### config.mk
export PLATFORM = sky130hd
export DESIGN_NAME = byte_aligner
export DESIGN_NICKNAME = d
export VERILOG_FILES = /design/src/rtl/frame_pkg.sv /design/src/rtl/byte_aligner.sv
export SDC_FILE = /design/constraint.sdc
export NUM_CORES = 1
export LEC_CHECK = 0
export CAP_MARGIN = 0
export CORE_ASPECT_RATIO = 0.75
export CORE_MARGIN = 1.5
export CORE_UTILIZATION = 29
export DETAILED_ROUTE_END_ITERATION = 6
export PLACE_DENSITY = 0.82
export RECOVER_POWER = 25
export REMOVE_ABC_BUFFERS = 1
export SLEW_MARGIN = 20
export SYNTH_ARGS = -nofsm -noshare
export SYNTH_HDL_FRONTEND = slang
export SYNTH_SLANG_ARGS = --single-unit
### constraint.sdc
create_clock -name aclk -period 1.4 [get_ports aclk]
set_input_delay 0.35 -clock aclk [delete_from_list [all_inputs] [get_ports aclk]]
set_output_delay 0.35 -clock aclk [all_outputs]
set_load 0.01 [all_outputs]
### src/rtl/frame_pkg.sv
// ============================================================================
// Module   : frame_pkg
// Brief    : Shared frame constants, FSM state type and reference frame generator.
// Revision : 1.0 - initial release
// ============================================================================
`default_nettype none

package frame_pkg;

  localparam logic [7:0]  K28_5      = 8'hBC;
  localparam logic [15:0] COMMA_WORD = {K28_5, K28_5};
  localparam logic [1:0]  COMMA_K    = 2'b11;
  localparam int          FRAME_LEN  = 4;
  localparam int          IDX_W      = $clog2(FRAME_LEN);

  // Entry [0] is the comma word; the rest are plain data words.
  localparam logic [FRAME_LEN-1:0][15:0] FRAME_PATTERN =
    {16'h23A7, 16'h4034, 16'h5854, COMMA_WORD};

  typedef enum logic [1:0] {
    ST_HUNT   = 2'd0,
    ST_CHECK  = 2'd1,
    ST_LOCKED = 2'd2
  } state_t;

  // Reference generator: returns {K flags, word} for a position in the frame.
  function automatic logic [17:0] frame_gen(input logic [IDX_W-1:0] idx);
    return {((idx == '0) ? COMMA_K : 2'b00), FRAME_PATTERN[idx]};
  endfunction

endpackage

`default_nettype wire

### src/rtl/byte_aligner.sv
// ============================================================================
// Module   : byte_aligner
// Brief    : Keeps the previous high byte, detects commas in both byte lanes
//            and muxes the selected lane onto the candidate word.
// Revision : 1.0 - initial release
// ============================================================================
`default_nettype none

module byte_aligner
  import frame_pkg::*;
(
  input  logic        aclk,
  input  logic        aresetn,
  input  logic [15:0] i_rx_data,
  input  logic [1:0]  i_rx_is_k,
  input  logic        i_lane_sel,
  output logic [15:0] o_cand_data,
  output logic [1:0]  o_cand_is_k,
  output logic        o_direct_hit,
  output logic        o_shifted_hit
);

  logic [7:0]  r_prev_hi;
  logic        r_prev_k_hi;
  logic [15:0] w_shift_data;
  logic [1:0]  w_shift_k;

  // Only the upper byte of the previous word ever feeds the shifted lane.
  always_ff @(posedge aclk or negedge aresetn) begin
    if (!aresetn) begin
      r_prev_hi   <= '0;
      r_prev_k_hi <= 1'b0;
    end else begin
      r_prev_hi   <= i_rx_data[15:8];
      r_prev_k_hi <= i_rx_is_k[1];
    end
  end

  assign w_shift_data  = {i_rx_data[7:0], r_prev_hi};
  assign w_shift_k     = {i_rx_is_k[0], r_prev_k_hi};

  assign o_direct_hit  = (i_rx_data == COMMA_WORD) && (i_rx_is_k == COMMA_K);
  assign o_shifted_hit = (w_shift_data == COMMA_WORD) && (w_shift_k == COMMA_K);

  assign o_cand_data   = i_lane_sel ? w_shift_data : i_rx_data;
  assign o_cand_is_k   = i_lane_sel ? w_shift_k    : i_rx_is_k;

endmodule

`default_nettype wire

# Word-level counts from Yosys, hierarchy flattened
# Index checks and enable logic that the tools add are counted.
dict set report word_totals {
  ff_bits 9
  in_bits 21
  word_cells 10
  output_inout_bits 20
}
dict set report classes {
  eq_ne 4
  n_mux 2
  reduce_logical 2
}
# cell count
set op_table {}
lappend op_table {{16-bit equality test, second input constant} 2}
lappend op_table {{16-bit two-way mux} 1}
lappend op_table {{2-bit equality test, second input constant} 2}
lappend op_table {{1-bit logical AND} 2}
lappend op_table {{2-bit two-way mux} 1}

# Depth between registers and ports, before layout
# Gate-level depths: netlist of run 1.
dict set report logic_depth {
  depth_word 2
  ltp_mapped 3
  depth_no_buf 3
}

# Worst setup path after synthesis of run 1
# Ideal clock, no wire load.
dict set report synth_path {
  path_kind {input -> output}
  start {input port i_rx_data[0]}
  end {output port o_shifted_hit}
  cell_stages 3
  n_path_buf 0
  required_ns 1.050
  path_slack_ns -0.046
  arrival_ns 1.096
  path_cell_list {and4bb_1 nand4b_1 nor4_2}
}
dict set report synth_between {
  elab_chain_len 2
}
# element line_no
set synth_rtl {}
lappend synth_rtl {{start: declaration} byte_aligner.sv:14} ;# input logic [15:0] i_rx_data,
lappend synth_rtl {{16-bit equality test} byte_aligner.sv:43} ;# assign o_shifted_hit = (w_shift_data == COMMA_WORD) && (w_shift_k == COMMA_K);
lappend synth_rtl {{1-bit logical AND} byte_aligner.sv:43}
lappend synth_rtl {{end: declaration} byte_aligner.sv:20} ;# output logic o_shifted_hit
# Every way passes these cells.

# Final worst setup path of run 1
dict set report layout_path {
  start {register r_prev_hi[0]}
  end {output port o_shifted_hit}
}
dict set report layout_between {
  elab_chain_len 2
}
# element line_no
set layout_rtl {}
lappend layout_rtl {{start: declaration} byte_aligner.sv:23} ;# logic [7:0] r_prev_hi;
lappend layout_rtl {{start signal: assignment} byte_aligner.sv:34} ;# r_prev_hi <= i_rx_data[15:8];
lappend layout_rtl {{16-bit equality test} byte_aligner.sv:43}
lappend layout_rtl {{1-bit logical AND} byte_aligner.sv:43}
# Every way passes these cells.

==> metrics.yaml, run 1 <==
place:
  hpwl_um: 1217
  portBuffers: 40
  gp_congestion: 0.7362
floorplan:
  fp.dieW_um: 52.10
  io_pins: 41
  row_count: 13
  die_area_sq_mm: 0.002074
  start_util: 0.3070
  fp.coreArea_sq_mm: 0.001708
  die_h_um: 39.82
clocking:
  path_clk_slew_ns: 0.07
  root_buffer: "clkbuf_4"
  cts-buffers-inserted: 3
  clockBufferDepth: 2
  clock_sinks: 9
  htree_num_levels: 1
  cts_tree: "built"
pwr:
  pwr-share-comb: 0.396
  seqPwrFrac: 0.341
  p_clk_frac: 0.263
  power_density_mw_per_mm2: 696.5
  switchingPower_mw: 0.2357
  irDropWorstVdd_mv: 0.6298
  swShare: 0.2853
  p_leak_nw: 0.5737
  p_int_mw: 0.5904
timing:
  post-route-period-util: 1.184
  setup_tns_ns: -1.311
  finalHoldViolCount: 0
  drv_slew: 0
  max_slew_margin: 0.6895
  setup_violations: 18
  setup_slack_ns: -0.2571
  tightest_slew_ns: 0.4643
  fin_hold_ws_ns: 0.2464
  min_period_ns: 1.657
  rsz0062_at_grt: "yes"
  fmax_mhz: 603.5
drt:
  drt_iter0_markers: 12
  ant_nets: 0
  viasPerCell: 4.886
  wire_per_inst_um: 18.13
  routed_wl_um: 2230
  first_pass_iters: 4
  route.detailed.drc: 0
  num_vias: 601
finish:
  multiInputGateArea_sq_um: 349.1
  layout_common_cells: "buf_6 (29), mux2_4 (10), dfrtp_1 (9), mux2_2 (8), buf_2 (8)"
  nNetsFinal: 123
  register_area_sq_um: 225.2
  area_delta_synth_final_pct: 126.3
  antennaDiodeCount: 0
  fill_cells: 123
  final_common_cell: "buf_6"
  drive_gt1_frac: 0.7129
synth:
  ys_seq_area_frac: 0.4296
  ys_seq_elements: 9
  syn_avg_cell_area_sq_um: 12.79
  synth_cells: 41
  netlist_area_sq_um: 524.3
  yosys_warnings: 0
  yosysUniqueCellTypes: 14
setup_path:
  slowest_stage: "dfrtp_1"
  cpPeakStageDelay_ns: 0.40
  cp_num_buf_inv: 1
  cp_cell_sequence: "nor2_1 > nand3_1 > nor4_2 > buf_2"
  required_ns: 1.05
  worstSetupEndpointType: "output pin"
  crit_fanout: 2
  cp.arrival_ns: 1.31
  crit_family: "simple AND/OR/NAND/NOR gates"
  cp-start-kind: "flip-flop"
  path_class: "flip-flop to output pin"
global_route:
  grt_overflow: 0
  grt_pass1_vias: 622
  grt_usage: 0.2303
  grt_pass1_wl_um: 3180
  grt_start_max_net_pins: 10
  antenna_found_initial: 0
flow_run:
  maxCapViolations: 0
run_status:
  status: "complete, but fails checks"
  violations: "setup timing"
worst_hold_path:
  min-delay-path-class: "input pin to flip-flop"
-- cells in the mapped netlist (all sizes together) --
| cell type | number | area (sq um) |
|---|---|---|
| mux2 | 18 | 202.7 |
| buf | 2 | 12.51 |
| dfrtp | 9 | 225.2 |
| nor4b | 1 | 8.760 |
| nand3 | 3 | 15.01 |
| nand3b | 1 | 7.510 |
| nor2 | 1 | 3.750 |
| and4bb | 1 | 12.51 |
| nand2 | 1 | 3.750 |
| nor4 | 1 | 12.51 |
| nor3 | 1 | 5.000 |
| and3 | 1 | 6.260 |
| nand4b | 1 | 8.760 |
-- power by group through the flow --
| stage | Combinational (mW) | Sequential [mW] | Clock [mW] |
|---|---|---|---|
| 2_1_floorplan | 0.0778 | 0.283 | 0 |
| 3_3_place_gp | 0.257 | 0.284 | 0 |
| 3_5_place_dp | 0.261 | 0.284 | 0 |
| 4_1_cts | 0.318 | 0.280 | 0.214 |
| 5_1_grt | 0.343 | 0.283 | 0.233 |
| 6_report | 0.327 | 0.282 | 0.217 |
-- path summary, 6_finish.rpt --
check,from,end,slack [ns],cells past startpoint
worst min-delay path,i_rx_is_k[1],r_prev_k_hi,0.25,1
worst max-delay path,r_prev_hi[0],o_shifted_hit,-0.26,4
max in group asynchronous,aresetn,r_prev_hi[0],0.68,1
min in group asynchronous,aresetn,r_prev_k_hi,0.39,1
-- timing repair --
item | 4_1_cts | 5_1_grt
hold buffers | 0 | 0
pin swaps | 10 | 0
gates cloned | 1 | 0
resized for setup | 174 | 9
buffers inserted | 11 | 0
hold endpoints to repair | 0 | 0
setup endpoints to repair | 20 | 20
-- kinds of logic after synthesis --
family	synth area share
multiplexers	0.3866
flip-flops	0.4296
buffers and inverters	0.02386
AND/OR/NAND/NOR	0.1599
-- metal layers --
layer,vias up,GRT usage,share of wire
met5,-,0,0
met4,0,0.05263,0.011
met3,4,0.09160,0.093
met2,37,0.3861,0.49
met1,282,0.2788,0.41
li1,278,-,-
-- through the flow --
| stage | power, mW | area [sq um] | instances | setup WS (ns) | utilization |
|---|---|---|---|---|---|
| floorplan | 0.3604 | 511.7 | 39 | -0.04595 | - |
| global placement | 0.5412 | 1005 | 108 | -1.007 | 0.5883 |
| detailed placement | 0.5448 | 1005 | 108 | -1.072 | 0.5883 |
| CTS | 0.8114 | 1186 | 124 | -0.2367 | 0.6945 |
| global route | 0.8585 | 1186 | 123 | -0.3035 | 0.6945 |
| finish | 0.8262 | 1186 | 123 | -0.2571 | 0.6945 |
-- cell type report --
class | count | area share
tap | 22 | 0.02321
timing repair buffer | 58 | 0.4705
sequential | 9 | 0.1899
multi-input combinational | 30 | 0.2943
clock buffer | 4 | 0.02215
-- sequential cells by signal, summed over array words and instances, names as in the netlist --
signal / count
r_prev_k_hi: 1
r_prev_hi: 8
Note: power is estimated with default switching activity, not from simulation.
==> inputs of run 2 (changes only) <==
Settings changed: CTS_CLUSTER_DIAMETER set to 80.
==> results of run 2 <==
Same layout as run 1: the final DEF is identical, and so are final timing and power.
==> inputs of run 3 (changes only) <==
Settings changed: GPL_ROUTABILITY_DRIVEN set to 0.
==> results of run 3 <==
Same layout as run 1: the final DEF is identical, and so are final timing and power.
